<file path="config.mk">
export PLATFORM = sky130hd
export DESIGN_NAME = uncached_data_responder_flat
export DESIGN_NICKNAME = d
export VERILOG_FILES = /design/src/rtl/uncached_data_responder_pkg.sv /design/src/rtl/uncached_data_responder_if.sv /design/src/rtl/uncached_data_responder.sv /design/src/flat_wrapper.sv
export SDC_FILE = /design/constraint.sdc
export NUM_CORES = 1
export LEC_CHECK = 0
export ABC_AREA = 1
export BUFFER_PORTS_ARGS = -buffer_cell sky130_fd_sc_hd__buf_4
export CAP_MARGIN = 25
export CELL_PAD_IN_SITES_DETAIL_PLACEMENT = 0
export CELL_PAD_IN_SITES_GLOBAL_PLACEMENT = 1
export CORE_ASPECT_RATIO = 1.4
export CORE_MARGIN = 5
export CORE_UTILIZATION = 34
export CTS_BUF_LIST = sky130_fd_sc_hd__clkbuf_16
export DETAILED_ROUTE_END_ITERATION = 16
export GPL_TIMING_DRIVEN = 0
export PLACE_DENSITY_LB_ADDON = 0.1
export SYNTH_ARGS = -nofsm -noshare
export SYNTH_HDL_FRONTEND = slang
export SYNTH_SLANG_ARGS = --single-unit
</file>
<file path="constraint.sdc">
create_clock -name clk -period 3.3 [get_ports clk]
set_input_delay 0.66 -clock clk [delete_from_list [all_inputs] [get_ports clk]]
set_output_delay 0.66 -clock clk [all_outputs]
set_load 0.05 [all_outputs]
</file>
<file path="src/rtl/uncached_data_responder_pkg.sv">
// Shared LSU definitions used by the uncached data responder:
// FSM states, LSU access size encoding and the latched request entry.
package uncached_data_responder_pkg;

    typedef enum logic [1:0] {
        IDLE = 2'd0,
        ADDR = 2'd1,
        DATA = 2'd2,
        RESP = 2'd3
    } ud_state_e;

    typedef enum logic [1:0] {
        s_byte = 2'd0,
        s_half = 2'd1,
        s_word = 2'd2
    } size_e;

    typedef struct packed {
        logic [31:0] addr;
        logic        write_en;
        logic [31:0] data;
        logic [3:0]  strobe;
        size_e       size;
    } uncached_req_entry_t;

    // The reserved size code 3 is issued on the bus as a full word.
    function automatic size_e norm_size(input logic [1:0] raw);
        case (raw)
            2'd0:    return s_byte;
            2'd1:    return s_half;
            default: return s_word;
        endcase
    endfunction

endpackage

</file>
<file path="src/rtl/uncached_data_responder_if.sv">
// LSU DataReq/DataResp channel plus the SRAM-like external bus, as seen
// by the responder (slave) and by whoever drives it (master).
interface uncached_data_responder_if;

    logic        req_valid;
    logic        req_ready;
    logic [31:0] req_addr;
    logic        req_write_en;
    logic [31:0] req_data;
    logic [3:0]  req_strobe;
    logic [1:0]  req_size;

    logic        resp_valid;
    logic [31:0] resp_data;
    logic        resp_ready;

    logic        sram_req;
    logic        sram_wr;
    logic [1:0]  sram_size;
    logic [31:0] sram_addr;
    logic [31:0] sram_wdata;
    logic [3:0]  sram_wstrb;
    logic        sram_addr_ok;
    logic        sram_data_ok;
    logic [31:0] sram_rdata;

    modport slave (
        input  req_valid, req_addr, req_write_en, req_data, req_strobe, req_size,
        input  resp_ready,
        input  sram_addr_ok, sram_data_ok, sram_rdata,
        output req_ready,
        output resp_valid, resp_data,
        output sram_req, sram_wr, sram_size, sram_addr, sram_wdata, sram_wstrb
    );

    modport master (
        output req_valid, req_addr, req_write_en, req_data, req_strobe, req_size,
        output resp_ready,
        output sram_addr_ok, sram_data_ok, sram_rdata,
        input  req_ready,
        input  resp_valid, resp_data,
        input  sram_req, sram_wr, sram_size, sram_addr, sram_wdata, sram_wstrb
    );

endinterface

</file>
<file path="src/rtl/uncached_data_responder.sv">
// Memory-side endpoint of the LSU uncached data channel: one transaction at a
// time, issued as a single SRAM-like bus access, load data returned on DataResp.
module uncached_data_responder
    import uncached_data_responder_pkg::*;
#(
    parameter bit WRITE_ACK = 1'b0
) (
    input  logic                          clk,
    input  logic                          resetn,
    uncached_data_responder_if.slave      bus
);

    // state | meaning
    // IDLE  | ready for a new DataReq
    // ADDR  | bus request driven, waiting for addr_ok
    // DATA  | address accepted, waiting for data_ok
    // RESP  | response beat held until resp_ready

    ud_state_e           state_q;
    uncached_req_entry_t req_q;
    logic [31:0]         resp_q;
    logic                bus_done_d;

    // data_ok only counts once the address has been (or is being) accepted.
    assign bus_done_d = ((state_q == ADDR) && bus.sram_addr_ok && bus.sram_data_ok) ||
                        ((state_q == DATA) && bus.sram_data_ok);

    always_ff @(posedge clk or negedge resetn) begin
        if (!resetn) begin
            state_q <= IDLE;
            req_q   <= '0;
            resp_q  <= '0;
        end else begin
            case (state_q)
                IDLE: begin
                    if (bus.req_valid) begin
                        req_q.addr     <= bus.req_addr;
                        req_q.write_en <= bus.req_write_en;
                        req_q.data     <= bus.req_data;
                        req_q.strobe   <= bus.req_strobe;
                        req_q.size     <= norm_size(bus.req_size);
                        state_q        <= ADDR;
                    end
                end
                ADDR, DATA: begin
                    if (bus_done_d) begin
                        if (!req_q.write_en) begin
                            resp_q  <= bus.sram_rdata;
                            state_q <= RESP;
                        end else if (WRITE_ACK) begin
                            resp_q  <= '0;
                            state_q <= RESP;
                        end else begin
                            state_q <= IDLE;
                        end
                    end else if ((state_q == ADDR) && bus.sram_addr_ok) begin
                        state_q <= DATA;
                    end
                end
                RESP: begin
                    if (bus.resp_ready) begin
                        state_q <= IDLE;
                    end
                end
                default: state_q <= IDLE;
            endcase
        end
    end

    assign bus.req_ready  = (state_q == IDLE);
    assign bus.resp_valid = (state_q == RESP);
    assign bus.resp_data  = resp_q;

    assign bus.sram_req   = (state_q == ADDR);
    assign bus.sram_wr    = req_q.write_en;
    assign bus.sram_size  = req_q.size;
    assign bus.sram_addr  = req_q.addr;
    assign bus.sram_wdata = req_q.data;
    assign bus.sram_wstrb = req_q.strobe;

endmodule

</file>
<file path="src/flat_wrapper.sv">
// flat-port wrapper written by rule: the top's interface ports become plain ports
module uncached_data_responder_flat import uncached_data_responder_pkg::*;
#(
    parameter bit WRITE_ACK = 1'b0
)
  (clk, resetn, bus_req_valid, bus_req_addr, bus_req_write_en, bus_req_data, bus_req_strobe, bus_req_size, bus_resp_ready, bus_sram_addr_ok, bus_sram_data_ok, bus_sram_rdata, bus_req_ready, bus_resp_valid, bus_resp_data, bus_sram_req, bus_sram_wr, bus_sram_size, bus_sram_addr, bus_sram_wdata, bus_sram_wstrb);
  uncached_data_responder_if bus_i ();
  input  logic clk;
  input  logic resetn;
  input wire logic [$bits(bus_i.req_valid)-1:0] bus_req_valid;
  input wire logic [$bits(bus_i.req_addr)-1:0] bus_req_addr;
  input wire logic [$bits(bus_i.req_write_en)-1:0] bus_req_write_en;
  input wire logic [$bits(bus_i.req_data)-1:0] bus_req_data;
  input wire logic [$bits(bus_i.req_strobe)-1:0] bus_req_strobe;
  input wire logic [$bits(bus_i.req_size)-1:0] bus_req_size;
  input wire logic [$bits(bus_i.resp_ready)-1:0] bus_resp_ready;
  input wire logic [$bits(bus_i.sram_addr_ok)-1:0] bus_sram_addr_ok;
  input wire logic [$bits(bus_i.sram_data_ok)-1:0] bus_sram_data_ok;
  input wire logic [$bits(bus_i.sram_rdata)-1:0] bus_sram_rdata;
  output wire logic [$bits(bus_i.req_ready)-1:0] bus_req_ready;
  output wire logic [$bits(bus_i.resp_valid)-1:0] bus_resp_valid;
  output wire logic [$bits(bus_i.resp_data)-1:0] bus_resp_data;
  output wire logic [$bits(bus_i.sram_req)-1:0] bus_sram_req;
  output wire logic [$bits(bus_i.sram_wr)-1:0] bus_sram_wr;
  output wire logic [$bits(bus_i.sram_size)-1:0] bus_sram_size;
  output wire logic [$bits(bus_i.sram_addr)-1:0] bus_sram_addr;
  output wire logic [$bits(bus_i.sram_wdata)-1:0] bus_sram_wdata;
  output wire logic [$bits(bus_i.sram_wstrb)-1:0] bus_sram_wstrb;
  assign bus_i.req_valid = bus_req_valid;
  assign bus_i.req_addr = bus_req_addr;
  assign bus_i.req_write_en = bus_req_write_en;
  assign bus_i.req_data = bus_req_data;
  assign bus_i.req_strobe = bus_req_strobe;
  assign bus_i.req_size = bus_req_size;
  assign bus_i.resp_ready = bus_resp_ready;
  assign bus_i.sram_addr_ok = bus_sram_addr_ok;
  assign bus_i.sram_data_ok = bus_sram_data_ok;
  assign bus_i.sram_rdata = bus_sram_rdata;
  assign bus_req_ready = bus_i.req_ready;
  assign bus_resp_valid = bus_i.resp_valid;
  assign bus_resp_data = bus_i.resp_data;
  assign bus_sram_req = bus_i.sram_req;
  assign bus_sram_wr = bus_i.sram_wr;
  assign bus_sram_size = bus_i.sram_size;
  assign bus_sram_addr = bus_i.sram_addr;
  assign bus_sram_wdata = bus_i.sram_wdata;
  assign bus_sram_wstrb = bus_i.sram_wstrb;
  uncached_data_responder #(.WRITE_ACK(WRITE_ACK)) u_core (.clk(clk), .resetn(resetn), .bus(bus_i));
endmodule
</file>
-- Yosys cells after proc, flatten, opt, wreduce, memory -nomap -nowiden
Cells that the tools add are included.
- bits in registers: 105
- input bits: 109
- output and inout bits: 106
- eq/ne operators: 7
- mux-type cells: 7
- bitwise gates (word level): 1
- reductions and logical operators: 10
- operators by type and width (cell ; number):
    2-to-1 mux 2 bit ; 5
    case mux 2 bit (3 select lines) ; 1
    AND reduction 3 bit ; 2
    equality test 2 x 1 -> 1 bit, second input constant ; 2
    equality test 2 bit, second input constant ; 2
    logical NOT 2 bit ; 2
    != test 2 bit, second input constant ; 2
    case mux 2 bit (2 select lines) ; 1
    logical AND 1 bit ; 3
    != test 3 x 1 -> 1 bit, second input constant ; 1
    AND reduction 2 bit ; 1
    OR reduction 2 bit ; 1
    logical OR 1 bit ; 1
    inverter 1 bit ; 1

-- Logic depth before layout (Yosys ltp)
Gate-level depths: netlist of the first run.
- depth after elaboration: 6
- depth in mapped cells: 9

-- Worst setup path after synthesis of the first run
Ideal clock, no wire load.
- path type: reg-to-reg
- start: register u_core.state_q[1]
- end: register u_core.resp_q[10] (netlist: u_core.bus.resp_data[10])
- data arrival time: 1637 ps
- required time: 3181 ps
- setup slack: 1544 ps
- stages on the path, launching flop included: 9
- buffers on the path: 1
- clock period less this slack: 1756 ps
- path through: dfrtp_1 > inv_1 > ha_1 > nand3_1 > nand2_4 > nand2_4 > buf_6 > nand2_1 > nand2_1
- word-level cells in the longest chain between the ends: 5
- elaborated cells between the ends (all ways): 8
- those cells by class: 2 x eq/ne; 6 x reduce/logical
- RTL lines (what ; line ; text):
    from (decl) ; uncached_data_responder.sv:19 ; ud_state_e state_q;
    from (signal assigned) ; uncached_data_responder.sv:30 ; state_q <= IDLE;
    from (signal assigned) ; uncached_data_responder.sv:42 ; state_q <= ADDR;
    from (signal assigned) ; uncached_data_responder.sv:49 ; state_q <= RESP;
    equality test 2 x 1 -> 1 bit (*) ; - ;
    via bus_sram_req ; flat_wrapper.sv:23 ; output wire logic [$bits(bus_i.sram_req)-1:0] bus_sram_req;
    logical AND 1 bit (2 in series) ; uncached_data_responder.sv:25 ; assign bus_done_d = ((state_q == ADDR) && bus.sram_addr_ok && bus.sram_data_ok) ||
    logical OR 1 bit ; uncached_data_responder.sv:25 ;
    AND reduction 3 bit (no source line) (*) ; - ;
    to (signal assigned) ; uncached_data_responder.sv:48 ; resp_q <= bus.sram_rdata;
    to (decl) ; uncached_data_responder.sv:21 ; logic [31:0] resp_q;
Mark *: on every way through the listed nets, which the timed path passes. The rest lies on a longest branch.
A chain may end at the register's enable or synchronous reset.

-- Final worst setup path of the first run
- start: register u_core.state_q[0]
- end: output port bus_req_ready
- word-level cells in the longest chain between the ends: 1
- RTL lines (what ; line ; text):
    logical NOT 2 bit ; uncached_data_responder.sv:70 ; assign bus.req_ready = (state_q == IDLE);
    to (decl) ; flat_wrapper.sv:20 ; output wire logic [$bits(bus_i.req_ready)-1:0] bus_req_ready;
No other way between the ends.

==> results.json, run 1 <==
{
  "routed_wl_mm": 12.0,
  "cp_slowest_stage_delay_ps": 420,
  "end_kind": "output pin",
  "slowest_stage": "dfrtp_1",
  "cp_data_required_time_ps": 2640,
  "power_mw": 7.76,
  "rows": 48,
  "setup_slack_ps": 1320,
  "synth.area.mux_share": 0,
  "power.leakage_nw": 3.64,
  "n_fill_cell": 1197,
  "outcome": "completed",
  "syn_nets": 591,
  "ys.flop_type": "dfrtp_1",
  "antenna_found_initial": 0,
  "first_global_vias": 3800,
  "wl_per_cell_microns": 14.0,
  "synth_top_area_share": 0.627,
  "finalNetCount": 817,
  "cts.sinks": 105,
  "setup_viol": 0,
  "syn_to_final_growth_pct": 50.4,
  "cts_buffers": 9,
  "syn_area_per_cell_sq_um": 8.76,
  "syn_area_sq_um": 4190,
  "p_int_mw": 3.73,
  "dp_hpwl_mm": 9.23,
  "synth.distinct_cells": 16,
  "synthTopCellsByCount": "287 x nand2_1, 105 x dfrtp_1, 34 x nand3_1",
  "ys_ff_latch": 105,
  "stdcell_count": 859,
  "preCtsSetupSlack_ps": 1630,
  "clock_path_buffers": 2,
  "skew_ps": 10.1,
  "period_share": 0.600,
  "yosys_warnings": 0,
  "crit_fanout": 4,
  "utilization": 0.517,
  "viasPerCell": 4.44,
  "grt_pass1_wl_mm": 19.1,
  "gr-total-overflow": 0,
  "register_area_sq_um": 2630,
  "core-area_sq_um": 12200,
  "vias": 3812,
  "timing.fmax_mhz": 505,
  "critPathTopFamily": "flip-flops",
  "yosysSeqAreaShare": 0.627,
  "dp_cells": 843,
  "die_area_sq_um": 14700,
  "synth_edf_count": 0,
  "finalHoldViolations": 0,
  "first_pass_iters": 4,
  "syn_inst": 478,
  "switching_share": 0.519,
  "remaining_drc_errors": 0,
  "hold_buffers": 0,
  "min_path_type": "input pin to asynchronous set/reset pin",
  "clk_pin_slew_ps": 70,
  "dpl-instance-area_sq_um": 6010,
  "numPortBuffers": 214,
  "yosys.area_share.simple": 0.315,
  "antenna_cells": 0,
  "cts_tree": "done",
  "holdWs_ps": 345,
  "synth_largest_area_cell": "dfrtp_1",
  "gp_congestion": 0.754,
  "synth_most_common_cell": "nand2_1",
  "critical_path.startpoint_type": "flip-flop",
  "postLayoutCellArea_sq_um": 6300,
  "criticalPathCategory": "flip-flop to output pin",
  "synth_adder_area_share": 0.0120,
  "clock_power_share": 0.134,
  "drt_iter0_markers": 118,
  "cts_resized": 0,
  "synth_xor_area_frac": 0,
  "critPathBufInv": 2,
  "clock_latency_ps": 340,
  "cap_violations": 0,
  "synth_compound_area_frac": 0.00448,
  "vdd_drop_max_mv": 0.519,
  "rsz0062_at_grt": "no",
  "die_y_microns": 141,
  "fin_crit_ps": 1980,
  "drv_slew": 0,
  "ant_nets": 0,
  "tightest_slew_ps": 691,
  "postCtsSetupBuffers": 0,
  "grt_max_degree": 55,
  "synth_top_family_by_area": "simple AND/OR/NAND/NOR gates",
  "cp_cell_sequence": "inv_1, ha_1, buf_4",
  "ios": 215,
  "grt_use_total": 0.159,
  "relSlewSlack": 0.539,
  "pwr-share-seq": 0.285,
  "power_density_nw_per_um2": 1230,
  "synth_area_leaders": "dfrtp_1 63%, nand2_1 26%, nand3_1 4.1%",
  "root_buffer": "clkbuf_16",
  "p_switching_mw": 4.03,
  "critPathArrivalTime_ps": 1320,
  "fp.dieW_microns": 104,
  "async_flop_share": 1.00,
  "start_util": 0.343,
  "multi_input_area_sq_um": 1390,
  "htree_num_levels": 3,
  "drive_above_1_share": 0.354,
  "combPwrFrac": 0.580,
  "setup-tns-final_ps": 0
}
-- flip-flops by register name, indices dropped and copies added, names as in the netlist --
register and flops:
u_core.bus.sram_wstrb 4, u_core.bus.sram_wdata 32, u_core.state_q 2, u_core.bus.sram_addr 32
u_core.bus.resp_data 32, u_core.bus.sram_size 2, u_core.bus.sram_wr 1
-- layout by cell type (no fill, tap or decap) --
cell / Yosys / final
o21ai_0: 2 / 2
clkinvlp_4: 0 / 1
ha_1: 4 / 4
nand2_1: 287 / 287
dfrtp_1: 105 / 105
clkbuf_16: 0 / 9
clkbuf_1: 6 / 6
bufinv_16: 0 / 1
clkinv_2: 0 / 2
clkinv_4: 0 / 1
buf_4: 4 / 218
inv_1: 9 / 11
nand2_2: 1 / 1
buf_16: 0 / 1
nand2_4: 2 / 2
nor2_1: 8 / 8
nor2_4: 1 / 1
inv_2: 1 / 1
buf_2: 10 / 10
a22o_1: 1 / 1
buf_6: 3 / 3
nand3_1: 34 / 34
-- worst paths after layout --
kind / slack (ps) / start / end / cells past startpoint
max: 1320 / u_core.state_q[0] / bus_req_ready / 3
min: 340 / resetn / u_core.bus.resp_data[13] / 1
max reg2reg: 1670 / u_core.state_q[0] / u_core.bus.sram_wdata[2] / 7
min reg2reg: 470 / u_core.bus.resp_data[21] / u_core.bus.resp_data[21] / 2
max in group asynchronous: 2260 / resetn / u_core.bus.sram_wdata[4] / 2
min in group clk: 470 / u_core.bus.resp_data[21] / u_core.bus.resp_data[21] / 2
-- power by group through the flow --
stage | logic, mW | registers (mW) | clock network, mW
floorplan | 1.06 | 4.24 | 0
global placement | 4.52 | 2.22 | 0
detailed placement | 4.56 | 2.23 | 0
CTS | 4.57 | 2.22 | 1.08
global route | 4.79 | 2.30 | 1.13
finish | 4.50 | 2.21 | 1.04
-- metal layers --
layer / GRT usage / vias to the layer above / share of wire
met5: 0 / - / 0
met4: 0.0559 / 0 / 0.017
met3: 0.0619 / 13 / 0.086
met2: 0.266 / 130 / 0.50
met1: 0.188 / 1762 / 0.40
li1: - / 1907 / -
-- layout make-up --
class	instances	area share
Tap cell	150	0.0298
Inverter	10	0.00596
Sequential cell	105	0.417
Timing Repair Buffer	215	0.259
Clock buffer	9	0.0358
Clock inverter	7	0.0101
Buffer	23	0.0217
Multi-Input combinational cell	340	0.220
-- cells by family after synthesis --
family / Yosys count
buf+inv: 33
simple gates: 333
fa+ha+maj: 4
compound gates: 3
flops: 105
-- worst register-to-register path, delay by kind of cell, from the launching register on --
family,cells,cell delay (ps)
simple gates,3,340
flops,1,420
buf+inv,3,580
fa+ha+maj,1,240
Note: power is estimated with default switching activity, not from simulation.
==> run 2, diff against run 1 <==
--- a/config.mk
+++ b/config.mk
@@ -5,14 +5,14 @@
 export SDC_FILE = /design/constraint.sdc
 export NUM_CORES = 1
 export LEC_CHECK = 0
-export ABC_AREA = 1
+export ABC_AREA = 0
 export BUFFER_PORTS_ARGS = -buffer_cell sky130_fd_sc_hd__buf_4
 export CAP_MARGIN = 25
 export CELL_PAD_IN_SITES_DETAIL_PLACEMENT = 0
 export CELL_PAD_IN_SITES_GLOBAL_PLACEMENT = 1
 export CORE_ASPECT_RATIO = 1.4
 export CORE_MARGIN = 5
-export CORE_UTILIZATION = 34
+export CORE_UTILIZATION = 31
 export CTS_BUF_LIST = sky130_fd_sc_hd__clkbuf_16
 export DETAILED_ROUTE_END_ITERATION = 16
 export GPL_TIMING_DRIVEN = 0
==> constraint.sdc (replaced) <==
create_clock -name clk -period 1.8 [get_ports clk]
set_input_delay 0.36 -clock clk [delete_from_list [all_inputs] [get_ports clk]]
set_output_delay 0.36 -clock clk [all_outputs]
set_load 0.05 [all_outputs]
==> run 2 against run 1 <==
Against the previous run: final cell count is 26% lower; critical endpoint is now u_core.bus.resp_data[1]; final area about the same; highest routed layer unchanged; worst setup slack worse by 1300 ps.
==> results.json, run 2 <==
{
  "outcome": "completed",
  "syn_nets": 355,
  "syn_area_sq_um": 4020,
  "numPortBuffers": 214,
  "setup.worst_path.end": "u_core.bus.resp_data[1]",
  "startpoint": "u_core.state_q[0]",
  "cap_violations": 0,
  "fin_crit_ps": 1750,
  "drv_slew": 0,
  "syn_area_per_cell_sq_um": 16.6,
  "register_area_sq_um": 2630,
  "min_path_type": "input pin to asynchronous set/reset pin",
  "routed_wl_mm": 10.5,
  "cp_data_required_time_ps": 2020,
  "setup_viol": 0,
  "clk_pin_slew_ps": 70,
  "antenna_found_initial": 0,
  "synth_most_common_cell": "dfrtp_1",
  "r2r_slack_ps": 50,
  "viasPerCell": 4.50,
  "preCtsSetupSlack_ps": -88.1,
  "root_buffer": "clkbuf_16",
  "relSlewSlack": 0.627,
  "htree_num_levels": 3,
  "yosys_warnings": 0,
  "syn_inst": 242,
  "critPathArrivalTime_ps": 1970,
  "antenna_cells": 0,
  "rsz0062_at_grt": "yes",
  "rr_worst_depth": 7,
  "setup_slack_ps": 52.0,
  "final_common_cell": "buf_4",
  "criticalPathCategory": "flip-flop to flip-flop",
  "finalHoldViolations": 0,
  "gp_congestion": 0.727,
  "cts_buffers": 9,
  "end_kind": "flip-flop",
  "finalNetCount": 588,
  "fp.dieW_microns": 106,
  "clock_latency_ps": 340,
  "ant_nets": 0,
  "gr-total-overflow": 0,
  "synth_edf_count": 0,
  "most-common-layout-cells": "219 x buf_4, 105 x dfrtp_1, 72 x mux2_2, 27 x mux2_1, 10 x clkbuf_16",
  "start_util": 0.313,
  "skew_ps": 7.16,
  "core-area_sq_um": 12800,
  "rr_startpoint": "u_core.state_q[0]",
  "die_y_microns": 145,
  "period_share": 0.971,
  "first_pass_iters": 3,
  "synth_top_area_share": 0.654,
  "die_area_sq_um": 15400,
  "synth.distinct_cells": 18,
  "syn_to_final_growth_pct": 56.8,
  "n_fill_cell": 1182,
  "hold_buffers": 0,
  "first_global_vias": 2977,
  "dp_hpwl_mm": 8.10,
  "multi_input_area_sq_um": 1370,
  "drive_above_1_share": 0.690,
  "synth_area_leaders": "dfrtp_1 65%, mux2_2 20%, mux2_1 8.7%",
  "rows": 49,
  "synth_largest_area_cell": "dfrtp_1",
  "ys_ff_latch": 105,
  "grt_use_total": 0.134,
  "timing.fmax_mhz": 572,
  "ys.flop_type": "dfrtp_1",
  "drt_iter0_markers": 52,
  "remaining_drc_errors": 0,
  "crit_fanout": 6,
  "yosysSeqAreaShare": 0.654,
  "r2r-end": "u_core.bus.resp_data[1]",
  "async_flop_share": 1.00,
  "critical_path.startpoint_type": "flip-flop",
  "clock_path_buffers": 2,
  "cts.sinks": 105,
  "synthTopCellsByCount": "105 x dfrtp_1, 72 x mux2_2, 31 x mux2_1",
  "vias": 2846,
  "grt_max_degree": 66,
  "tightest_slew_ps": 560,
  "grt_pass1_wl_mm": 16.0,
  "wl_per_cell_microns": 16.6,
  "ios": 215,
  "cts_tree": "done"
}
[run 2: critical path, cell delays in order (launching register included)]
cell       delay (ps)
dfrtp_1           400
inv_2              80
ha_4              270
nand3b_1          130
nor2_4            150
buf_12            140
clkbuf_16         140
mux2_1            320
[run 2: routing by layer]
layer | track usage | vias up | wire length (microns)
met3 | 0.0470 | 15 | 859
met2 | 0.230 | 115 | 5610
li1 | - | 1312 | -
met1 | 0.154 | 1404 | 3830
met5 | 0 | - | 0
met4 | 0.0546 | 0 | 200
[run 2: worst min path at each step]
stage,depth (start not counted),to
floorplan,0,u_core.bus.resp_data[0]
global placement,1,u_core.bus.resp_data[1]
detailed placement,1,u_core.bus.resp_data[11]
CTS,1,u_core.bus.resp_data[11]
global route,1,u_core.bus.resp_data[11]
finish,1,u_core.bus.resp_data[11]
[run 2: logic make-up after synthesis]
family	after synthesis	synth area share
flops	105	0.654
mux	104	0.291
buf+inv	12	0.0162
simple gates	12	0.0159
compound gates	5	0.00997
fa+ha+maj	4	0.0125
[run 2: area by class of cell]
cell class / instances / share of cell area
Clock inverter: 7 / 0.0109
Timing Repair Buffer: 222 / 0.273
Tap cell: 153 / 0.0304
Sequential cell: 105 / 0.417
Multi-Input combinational cell: 125 / 0.217
Inverter: 2 / 0.00119
Clock buffer: 9 / 0.0358
Buffer: 10 / 0.0143
[run 2: metrics by stage]
| step | setup TNS, ps | hold slack [ps] | utilization | cells | instance area, sq um |
|---|---|---|---|---|---|
| after floorplan | 0 | 64.4 | - | 242 | 4020 |
| after global placement | -2510 | 470 | 0.454 | 609 | 5820 |
| after detailed placement | -4900 | 388 | 0.456 | 610 | 5850 |
| after CTS | -466 | 12.9 | 0.480 | 626 | 6150 |
| after global routing | -90.7 | 39.5 | 0.491 | 633 | 6300 |
| final | 0 | 4.47 | 0.491 | 633 | 6300 |
[run 2: repair_timing]
action	in CTS	in global routing
pin swaps	0	3
setup endpoints to repair	98	34
cloned	0	1
setup buffers	0	6
gates resized for setup	2	16
Power of run 2 is left out: the tool's default activity adds up to more than one toggle a clock period on the data nets, which glitch-free logic cannot reach.
